--- src/rtl/ltl_rpt_pkg.sv ---
// Shared constants, report entry type and helpers for the LTL report collector.
package ltl_rpt_pkg;

    localparam int NUM_RPT_DEF = 4;
    localparam int DEPTH_DEF   = 8;
    localparam int IDX_W_DEF   = 32;
    localparam int DROP_CNT_W  = 16;

    typedef struct packed {
        logic [NUM_RPT_DEF-1:0] vec;
        logic [IDX_W_DEF-1:0]   idx;
    } rpt_entry_t;

    function automatic logic [DROP_CNT_W-1:0] sat_inc(input logic [DROP_CNT_W-1:0] v);
        return (&v) ? v : v + DROP_CNT_W'(1);
    endfunction

endpackage

--- src/rtl/ltl_rpt_fifo.sv ---
// Report FIFO: circular buffer with an occupancy count; a push into a full buffer
// is accepted only when a pop happens in the same cycle.
module ltl_rpt_fifo #(
    parameter int W     = 36,
    parameter int DEPTH = 8
) (
    input  logic                   clk_i,
    input  logic                   rst_ni,
    input  logic                   clear_i,
    input  logic                   push_i,
    input  logic                   pop_i,
    input  logic [W-1:0]           data_i,
    output logic [W-1:0]           data_o,
    output logic                   full_o,
    output logic                   empty_o,
    output logic [$clog2(DEPTH):0] level_o
);
    localparam int PTR_W = $clog2(DEPTH);
    localparam logic [PTR_W:0]   FULL_LVL = (PTR_W+1)'(DEPTH);
    localparam logic [PTR_W-1:0] PTR_ONE  = PTR_W'(1);
    localparam logic [PTR_W:0]   LVL_ONE  = (PTR_W+1)'(1);

    logic [W-1:0]     r_mem [DEPTH];
    logic [PTR_W-1:0] r_wr_ptr;
    logic [PTR_W-1:0] r_rd_ptr;
    logic [PTR_W:0]   r_level;
    logic             w_push;
    logic             w_pop;

    assign full_o  = (r_level == FULL_LVL);
    assign empty_o = (r_level == '0);
    assign w_pop   = pop_i & ~empty_o & ~clear_i;
    assign w_push  = push_i & ~clear_i & (~full_o | w_pop);

    // NOTE: clocked state uses non-blocking (<=) so every register samples pre-edge values.
    always_ff @(posedge clk_i or negedge rst_ni) begin
        if (!rst_ni) begin
            r_wr_ptr <= '0;
            r_rd_ptr <= '0;
            r_level  <= '0;
        end else if (clear_i) begin
            r_wr_ptr <= '0;
            r_rd_ptr <= '0;
            r_level  <= '0;
        end else begin
            if (w_push) r_wr_ptr <= r_wr_ptr + PTR_ONE;
            if (w_pop)  r_rd_ptr <= r_rd_ptr + PTR_ONE;
            if (w_push && !w_pop)      r_level <= r_level + LVL_ONE;
            else if (w_pop && !w_push) r_level <= r_level - LVL_ONE;
        end
    end

    // NOTE: storage is deliberately not reset; the level and pointers alone define validity.
    always_ff @(posedge clk_i) begin
        if (w_push) r_mem[r_wr_ptr] <= data_i;
    end

    assign data_o  = r_mem[r_rd_ptr];
    assign level_o = r_level;

endmodule

--- src/rtl/ltl_report_collector.sv ---
// Tags automaton report vectors with the index of the symbol that produced them and queues them.
// Optional macro LTL_REPORT_COALESCE_EN: suppress a report equal to the previously sampled vector.
module ltl_report_collector
    import ltl_rpt_pkg::*;
#(
    parameter int NUM_RPT = NUM_RPT_DEF,
    parameter int DEPTH   = DEPTH_DEF,
    parameter int IDX_W   = IDX_W_DEF
) (
    input  logic                   clk_i,
    input  logic                   rst_ni,
    input  logic                   clear_i,
    input  logic                   run_i,
    input  logic [NUM_RPT-1:0]     report_i,
    output logic                   rpt_valid_o,
    input  logic                   rpt_ready_i,
    output logic [NUM_RPT-1:0]     rpt_vec_o,
    output logic [IDX_W-1:0]       rpt_idx_o,
    output logic                   overflow_o,
    output logic [15:0]            drop_cnt_o,
    output logic [$clog2(DEPTH):0] level_o
);
    localparam int ENT_W = NUM_RPT + IDX_W;

    logic [IDX_W-1:0]      r_sym_idx;
    logic [IDX_W-1:0]      r_idx_q;
    logic                  r_run_q;
    logic                  r_overflow;
    logic [DROP_CNT_W-1:0] r_drop_cnt;
    logic                  w_push_req;
    logic                  w_full;
    logic                  w_empty;
    logic                  w_drop;
    logic [ENT_W-1:0]      w_head;

    // The automaton answers one cycle after consuming a symbol, so sample on the delayed run.
    always_ff @(posedge clk_i or negedge rst_ni) begin
        if (!rst_ni) begin
            r_sym_idx <= '0;
            r_idx_q   <= '0;
            r_run_q   <= 1'b0;
        end else if (clear_i) begin
            r_sym_idx <= '0;
            r_idx_q   <= '0;
            r_run_q   <= 1'b0;
        end else begin
            r_run_q <= run_i;
            r_idx_q <= r_sym_idx;
            if (run_i) r_sym_idx <= r_sym_idx + IDX_W'(1);
        end
    end

`ifdef LTL_REPORT_COALESCE_EN
    logic [NUM_RPT-1:0] r_last_vec;

    always_ff @(posedge clk_i or negedge rst_ni) begin
        if (!rst_ni)      r_last_vec <= '0;
        else if (clear_i) r_last_vec <= '0;
        else if (r_run_q) r_last_vec <= report_i;
    end

    assign w_push_req = r_run_q & (|report_i) & (report_i != r_last_vec);
`else
    assign w_push_req = r_run_q & (|report_i);
`endif

    // A full buffer still takes the push when the consumer drains the head in the same cycle.
    assign w_drop = w_push_req & w_full & ~rpt_ready_i & ~clear_i;

    always_ff @(posedge clk_i or negedge rst_ni) begin
        if (!rst_ni) begin
            r_overflow <= 1'b0;
            r_drop_cnt <= '0;
        end else if (clear_i) begin
            r_overflow <= 1'b0;
            r_drop_cnt <= '0;
        end else if (w_drop) begin
            r_overflow <= 1'b1;
            r_drop_cnt <= sat_inc(r_drop_cnt);
        end
    end

    ltl_rpt_fifo #(
        .W     (ENT_W),
        .DEPTH (DEPTH)
    ) u_fifo (
        .clk_i   (clk_i),
        .rst_ni  (rst_ni),
        .clear_i (clear_i),
        .push_i  (w_push_req),
        .pop_i   (rpt_ready_i),
        .data_i  ({report_i, r_idx_q}),
        .data_o  (w_head),
        .full_o  (w_full),
        .empty_o (w_empty),
        .level_o (level_o)
    );

    assign rpt_valid_o = ~w_empty;
    assign rpt_vec_o   = w_head[ENT_W-1:IDX_W];
    assign rpt_idx_o   = w_head[IDX_W-1:0];
    assign overflow_o  = r_overflow;
    assign drop_cnt_o  = r_drop_cnt;

endmodule
--- config.mk ---
export PLATFORM = sky130hd
export DESIGN_NAME = ltl_report_collector
export DESIGN_NICKNAME = d
export VERILOG_FILES = /design/src/rtl/ltl_rpt_pkg.sv /design/src/rtl/ltl_rpt_fifo.sv /design/src/rtl/ltl_report_collector.sv
export SDC_FILE = /design/constraint.sdc
export NUM_CORES = 1
export LEC_CHECK = 0
export BUFFER_PORTS_ARGS = -buffer_cell sky130_fd_sc_hd__buf_2
export CELL_PAD_IN_SITES_DETAIL_PLACEMENT = 1
export CELL_PAD_IN_SITES_GLOBAL_PLACEMENT = 1
export CORE_AREA = 2 2 231 233
export DETAILED_ROUTE_END_ITERATION = 16
export DIE_AREA = 0 0 233 235
export PLACE_DENSITY = 0.58
export SLEW_MARGIN = 20
export SYNTH_ARGS = -nofsm -noshare
export SYNTH_HDL_FRONTEND = slang
export SYNTH_HIERARCHICAL = 1
export SYNTH_SLANG_ARGS = --single-unit
--- constraint.sdc ---
create_clock -name clk_i -period 14.5 [get_ports clk_i]
set_clock_uncertainty 0.2 [all_clocks]
set_input_delay 1.45 -clock clk_i [delete_from_list [all_inputs] [get_ports clk_i]]
set_output_delay 1.45 -clock clk_i [all_outputs]
set_load 0.01 [all_outputs]
==> results of run 1 <==
-- cell usage in the layout, fill, tap and decap left out, drive strengths merged, types with 2 or more instances in the layout --
cell,count
inv,18
nor4,6
or3,8
mux2i,4
o31ai,2
a211oi,10
nor2b,38
nand4,9
and4,5
nor4b,2
nor3,18
dfrtp,92
clkinv,14
or4,6
nand3b,2
nand2,18
xnor2,9
xor2,8
nand3,17
edfxtp,288
nor2,59
a21oi,16
mux4,72
o21ai,10
and3,8
mux2,61
clkbuf,57
o211ai,3
ha,6
o41ai,2
nand2b,3
buf,84
a2111oi,2
-- power by group --
group          switching [uW]  total [uW]  leakage [uW]  internal, uW
Clock                     420         966      0.000598           546
Sequential               40.1        1220       0.00399          1180
Combinational             204         423       0.00183           219
Total                     664        2610       0.00642          1940
-- layer usage --
layer / share of wire [%] / vias to the layer above / wire [um] / global-route usage (%)
met5: 0 / - / 0 / 0
met3: 3.8 / 47 / 1260 / 2.42
met1: 45 / 4191 / 15100 / 16.6
met4: 2.4 / 0 / 780 / 4.01
met2: 48 / 111 / 16100 / 20.3
li1: - / 3548 / - / -
-- how the worst max path moves through the flow --
| stage | endpoint | start | cells after the start | slack, ps |
|---|---|---|---|---|
| floorplan | u_fifo/r_mem[0][0] | report_i[1] | 4 | 7950 |
| global placement | drop_cnt_o[9] | report_i[2] | 5 | 10090 |
| detailed placement | drop_cnt_o[9] | report_i[3] | 5 | 9950 |
| CTS | rpt_vec_o[0] | u_fifo/r_rd_ptr[0] | 4 | 9500 |
| global route | rpt_idx_o[4] | u_fifo/r_rd_ptr[0] | 4 | 9440 |
| finish | rpt_idx_o[27] | u_fifo/r_rd_ptr[0] | 4 | 9650 |
-- cells by family after synthesis --
| family | Yosys count | synth area share [%] |
|---|---|---|
| flip-flops | 380 | 70.5 |
| AND/OR/NAND/NOR | 202 | 7.02 |
| multiplexers | 137 | 16.4 |
| buffers and inverters | 57 | 2.32 |
| AO/OA/AOI/OAI | 50 | 2.23 |
| XOR/XNOR | 17 | 0.958 |
| adder cells (fa/ha/maj) | 7 | 0.612 |
-- critical path: cells and delay by family, from the launching register on --
kind | cells | cell delay, ps
buffers and inverters | 2 | 870
DFF | 1 | 800
muxes | 2 | 940
-- state kept, by name, summed over array words and instances, names as in the netlist --
signal,cells
u_fifo/r_wr_ptr,3
r_sym_idx,32
u_fifo/r_mem,288
u_fifo/level_o,4
u_fifo/r_rd_ptr,3
r_run_q,1
r_idx_q,32
overflow_o,1
drop_cnt_o,16
-- area by class of cell --
cell class / instances / area, sq um
fillers: 5262 / 34400
flip-flops and latches: 380 / 11000
clock buffers: 57 / 1130
well taps: 688 / 861
inverters: 15 / 56.3
clock inverters: 18 / 96.3
multi-input cells: 413 / 4280
repair buffers: 84 / 470
-- through the flow --
stage | util (%) | hold WS [ps] | power, uW | cell area, sq um | cells
floorplan | - | 295 | 1580 | 15500 | 850
global placement | 31.8 | 305 | 1680 | 16600 | 1580
detailed placement | 31.8 | 319 | 1680 | 16600 | 1580
CTS | 34.2 | 329 | 2660 | 17800 | 1655
global route | 34.2 | 349 | 2720 | 17800 | 1655
finish | 34.2 | 324 | 2610 | 17800 | 1655
==> results.md, run 1 <==
* Power density cells at 146 nW/um^2
* Grt total ovfl at 0
* Synth Net Count at 866
* Synth-to-layout area growth at 14.9%
* EDFF count, synth at 288
* FF+latch count, synth at 380
* Syn Area/Cell at 18.3 sq um
* Post-layout minimum cycle time at 4850 ps
* Rel. slew slack at 32.6%
* Global-route usage over all layers at 12.4%
* First-pass GRT wire length at 52.1 mm
* Post-DP HPWL at 18.9 mm
* Initial Utilization at 29.7%
* Distinct cells, synth at 55
* CTS Hold Bufs at 0
* Crit share post-route at 33.5%
* Post-CTS Setup Bufs at 0
* RR Endpoint: drop_cnt_o[9]
* Status: completed
* Final ANT Viol Nets at 0
* Top_reg_cell synth: edfxtp_1
* CP max stage cell: dfrtp_4
* Worst-path maximum fanout at 44
* Number of global-route vias before repair at 8538
* Inserted Clock Buffers at 41
* RSZ-0062 raised after global routing: no
* Crit path setup slack, layout at 9650 ps
* WL/cell at 20.0 um
* Die area at 54800 sq um
* Antenna Cells at 0
* Seq/Total Area, Yosys at 70.5%
* Clk sinks at 380
* I/O Pins at 67
* Core outline area at 52200 sq um
* Crit path largest cell delay at 800 ps
* Final setup viols at 0
* FFs w/ async S/R, synth at 24.2%
* WP data required at 12850 ps
* Reg2reg path depth at 7
* Clk Latency, worst-skew pair at 550 ps
* Top-count cell post-synth: edfxtp_1
* Crit Path Category: reg2out
* Top achievable clock speed at 206 MHz
* Final WL at 33.2 mm
* Hold Crit Start: overflow_o
* Synth cell count leaders: 288 x edfxtp_1, 92 x dfrtp_1, 60 x mux2_2, 59 x nor2_1, 53 x mux4_1
* Largest net degree at the start of global routing at 82
* CP endpoint kind: output pin
* Clock slew at reported path FFs at 60 ps
* Worst EP arrival at 3200 ps
* DRC Markers at 0
* Hold crit path type: reg2reg
* Vias at 7897
* R2R Setup Slk at 11150 ps
* Final TNS setup at 0 ps
* Worst-Margin Slew at 1010 ps
* Die H at 235 um
* Vias per cell at 4.77
* Initial antenna violation count at 0
* P_leak at 0.00642 uW
* Cell Chain, Critical Path: buf_4 > mux4_1 > mux2_2 > buf_2
* Synth top area share at 55.7%
* CP startpoint kind: flop
* Cell row count at 84
* Dpl ws at 9950 ps
* Layout Nets at 951
* Cell Area, Synth at 15500 sq um
* Die Span X at 233 um
* CTS root buffer: clkbuf_16
* Reg2reg start: u_fifo/level_o[0]
* Pins Over Slew Limit at 0
* Layout cell share with drive strength beyond 1 at 24.6%
* H-Tree Level Count at 2
* VDD IR max at 0.0730 mV
* Port Buf Inserts at 66
* Routability Congestion at 0.703
* Drt pass-1 iters at 4
* Hold Path Depth at 2
* YS warnings at 6
* CTS tree: built
* MaxCap Viol Count at 0
* Cts repair resizes at 0
* Clock buffer depth at 3
* Hold Vio Cnt, Final at 0
* Synth area leader: edfxtp_1
* Top cells by area, synth: edfxtp_1 56%, dfrtp_1 15%, mux4_1 9.0%
* DR iter-0 viols at 363
* Hold EP: overflow_o
* Gate Count Post-Synth at 850
No activity file was read; power rests on OpenSTA's default activity.
==> run 2, diff against run 1 <==
--- a/config.mk
+++ b/config.mk
@@ -11,7 +11,7 @@
 export CORE_AREA = 2 2 231 233
 export DETAILED_ROUTE_END_ITERATION = 16
 export DIE_AREA = 0 0 233 235
-export PLACE_DENSITY = 0.58
+export PLACE_DENSITY = 0.6
 export SLEW_MARGIN = 20
 export SYNTH_ARGS = -nofsm -noshare
 export SYNTH_HDL_FRONTEND = slang
==> constraint.sdc (replaced) <==
create_clock -name clk_i -period 4.38 [get_ports clk_i]
set_clock_uncertainty 0.2 [all_clocks]
set_input_delay 0.438 -clock clk_i [delete_from_list [all_inputs] [get_ports clk_i]]
set_output_delay 0.438 -clock clk_i [all_outputs]
set_load 0.01 [all_outputs]
==> run 2 against run 1 <==
- final cell count grew 0.66%
- power increased to 3.5 times the previous value
- wire length is essentially flat
- worst setup slack worse by 8700 ps
- clock power rose to 3.7 times the previous value
- critical path type unchanged
==> results.md, run 2 (same netlist as run 1, synthesis figures left out) <==
* Clk Latency, worst-skew pair at 560 ps (about the same)
* First-pass GRT wire length at 52.2 mm (+0.19%)
* DRC Markers at 0 (unchanged)
* Net switching fraction of the power at 25.1% (-0.34 points)
* Vias per cell at 4.71 (-1.3%)
* Hold crit path type: in2reg
* Die H at 235 um (unchanged)
* Clk pwr share at 39.3% (+2.2 points)
* CP Launch Point: u_fifo/r_rd_ptr[0]
* Comb power frac at 15.5% (-0.7 points)
* CP max stage cell: dfrtp_4
* Core outline area at 52200 sq um (unchanged)
* Number of global-route vias before repair at 8731 (+2.3%)
* Port Buf Inserts at 66 (unchanged)
* Power density cells at 498 nW/um^2 (+240%)
* R2R Setup Slk at 1320 ps (-9830 ps)
* CTS root buffer: clkbuf_16
* Cell row count at 84 (unchanged)
* Clock buffer depth at 3 (unchanged)
* WP data required at 3740 ps (-9110 ps)
* H-Tree Level Count at 2 (unchanged)
* Post-layout minimum cycle time at 3480 ps
* Status: completed
* Worst-Margin Slew at 901 ps (-109 ps)
* Grt total ovfl at 0 (unchanged)
* Initial antenna violation count at 0 (unchanged)
* DR iter-0 viols at 430 (+18%)
* Crit share post-route at 79.5%
* Clk sinks at 380 (unchanged)
* Biggest register: u_fifo/r_mem
* P_leak at 0.00654 uW (+1.9%)
* Global-route usage over all layers at 12.5% (+0.067 points)
* Die area at 54800 sq um (unchanged)
* CP startpoint kind: flop
* P_sw at 2270 uW (+240%)
* Layout cell share with drive strength beyond 1 at 25.4% (+0.75 points)
* CTS tree: built
* Inserted Clock Buffers at 43 (+4.9%)
* Crit path largest cell delay at 870 ps (+70 ps)
* I/O Pins at 67 (unchanged)
* Cell Count, Final, Fillers Out at 1666 (+0.66%)
* WL/cell at 19.9 um (-0.71%)
* RR Endpoint: drop_cnt_o[13]
* Clock slew at reported path FFs at 60 ps (about the same)
* Flip-flop count of the largest register after layout at 288 (unchanged)
* Post-CTS Setup Bufs at 0 (unchanged)
* Worst-path maximum fanout at 36 (-18%)
* Cts repair resizes at 0 (unchanged)
* MaxCap Viol Count at 0 (unchanged)
* Cell Chain, Critical Path: buf_12 > mux4_1 > mux2_2 > buf_2
* Largest net degree at the start of global routing at 70 (-15%)
* Post-DP HPWL at 19.5 mm (+3.3%)
* Hold Vio Cnt, Final at 0 (unchanged)
* Final Power at 9030 uW (+250%)
* Top achievable clock speed at 287 MHz
* Vias at 7843 (-0.68%)
* CP Capture Point: rpt_idx_o[9]
* Final setup viols at 0 (unchanged)
* Final TNS setup at 0 ps (unchanged)
* Sequential power share at 45.2% (-1.5 points)
* Synth-to-layout area growth at 16.7%
* Placed cells at 1580 (unchanged)
* Pins Over Slew Limit at 0 (unchanged)
* Reg2reg path depth at 7 (unchanged)
* Worst EP arrival at 2850 ps (-350 ps)
* CTS Hold Bufs at 6 (+6)
* Commonest non-fill, non-tap cell in the layout: edfxtp_1
* Routability Congestion at 0.697 (-0.85%)
* Antenna Cells at 0 (unchanged)
* RSZ-0062 raised after global routing: no
* Die Span X at 233 um (unchanged)
* VDD IR max at 0.249 mV (+240%)
* Crit Path Category: reg2out
* Final core utilization at 34.7% (+0.56 points)
* Initial Utilization at 29.7% (unchanged)
* Internal power at 6760 uW (+250%)
* CP endpoint kind: output pin
* Top Registers: u_fifo/r_mem (288), r_idx_q (32), r_sym_idx (32)
* Rel. slew slack at 39.7% (+7.0 points)
* Final WL at 33.2 mm (about the same)
* Reg2reg start: u_fifo/level_o[0]
* Layout Nets at 959 (+0.84%)
* Final ANT Viol Nets at 0 (unchanged)
* Drt pass-1 iters at 4 (unchanged)
* Most frequent cells in the layout: 288 x edfxtp_1, 89 x dfrtp_1, 64 x buf_2
[run 2: cell types whose count changed in the layout (fill, tap and decap cells not counted), sizes merged]
| cell | delta |
|---|---|
| dlygate4sd3 | +6 |
| inv | +1 |
| clkbuf | +3 |
| bufinv | +3 |
| clkinv | -3 |
| clkinvlp | +1 |
[run 2: how the worst min path moves through the flow]
stage                     from                  to  slack [ps]  cells after the start
floorplan               rst_ni       drop_cnt_o[0]         -60                      0
global placement    overflow_o          overflow_o         320                      2
detailed placement  overflow_o          overflow_o         310                      2
CTS                    clear_i  u_fifo/r_wr_ptr[0]         100                      2
global route           clear_i  u_fifo/r_wr_ptr[1]         130                      2
finish                 clear_i  u_fifo/r_wr_ptr[0]         120                      2
[run 2: metrics by stage]
stage	setup WS, ps	hold WS [ps]	area, sq um
after CTS	803	97.7	18100
final	897	123	18100
after global routing	744	130	18100
after floorplan	149	-57.6	15600
after global placement	1360	317	16700
after detailed placement	1240	313	16700
[run 2: layout make-up]
cell class	instances	area [sq um]
Clock buffer	60	1200
Clock inverter	20	200
Fill cell	5204	34100
Inverter	15	56.3
Multi-Input combinational cell	413	4300
Sequential cell	380	11000
Tap cell	688	861
Timing Repair Buffer	90	568
[run 2: worst max-delay path: cells and delay by family (launching register included)]
family	cells	cell delay, ps
buffers and inverters	2	500
flip-flops	1	870
multiplexers	2	900
[run 2: power by group through the flow]
| stage | combinational [uW] | sequential (uW) | clock, uW |
|---|---|---|---|
| after floorplan | 1220 | 4010 | 0 |
| after global placement | 1430 | 4150 | 0 |
| after detailed placement | 1440 | 4160 | 0 |
| after CTS | 1460 | 4090 | 3660 |
| after global routing | 1540 | 4100 | 3790 |
| final | 1400 | 4080 | 3540 |
[run 2: routing by layer]
| metal | global-route usage [%] | wire (um) | vias to the layer above |
|---|---|---|---|
| li1 | - | - | 3570 |
| met1 | 15.8 | 14400 | 4130 |
| met2 | 21.4 | 16800 | 100 |
| met3 | 3.12 | 1350 | 43 |
| met4 | 2.93 | 544 | 0 |
| met5 | 0 | 0 | - |
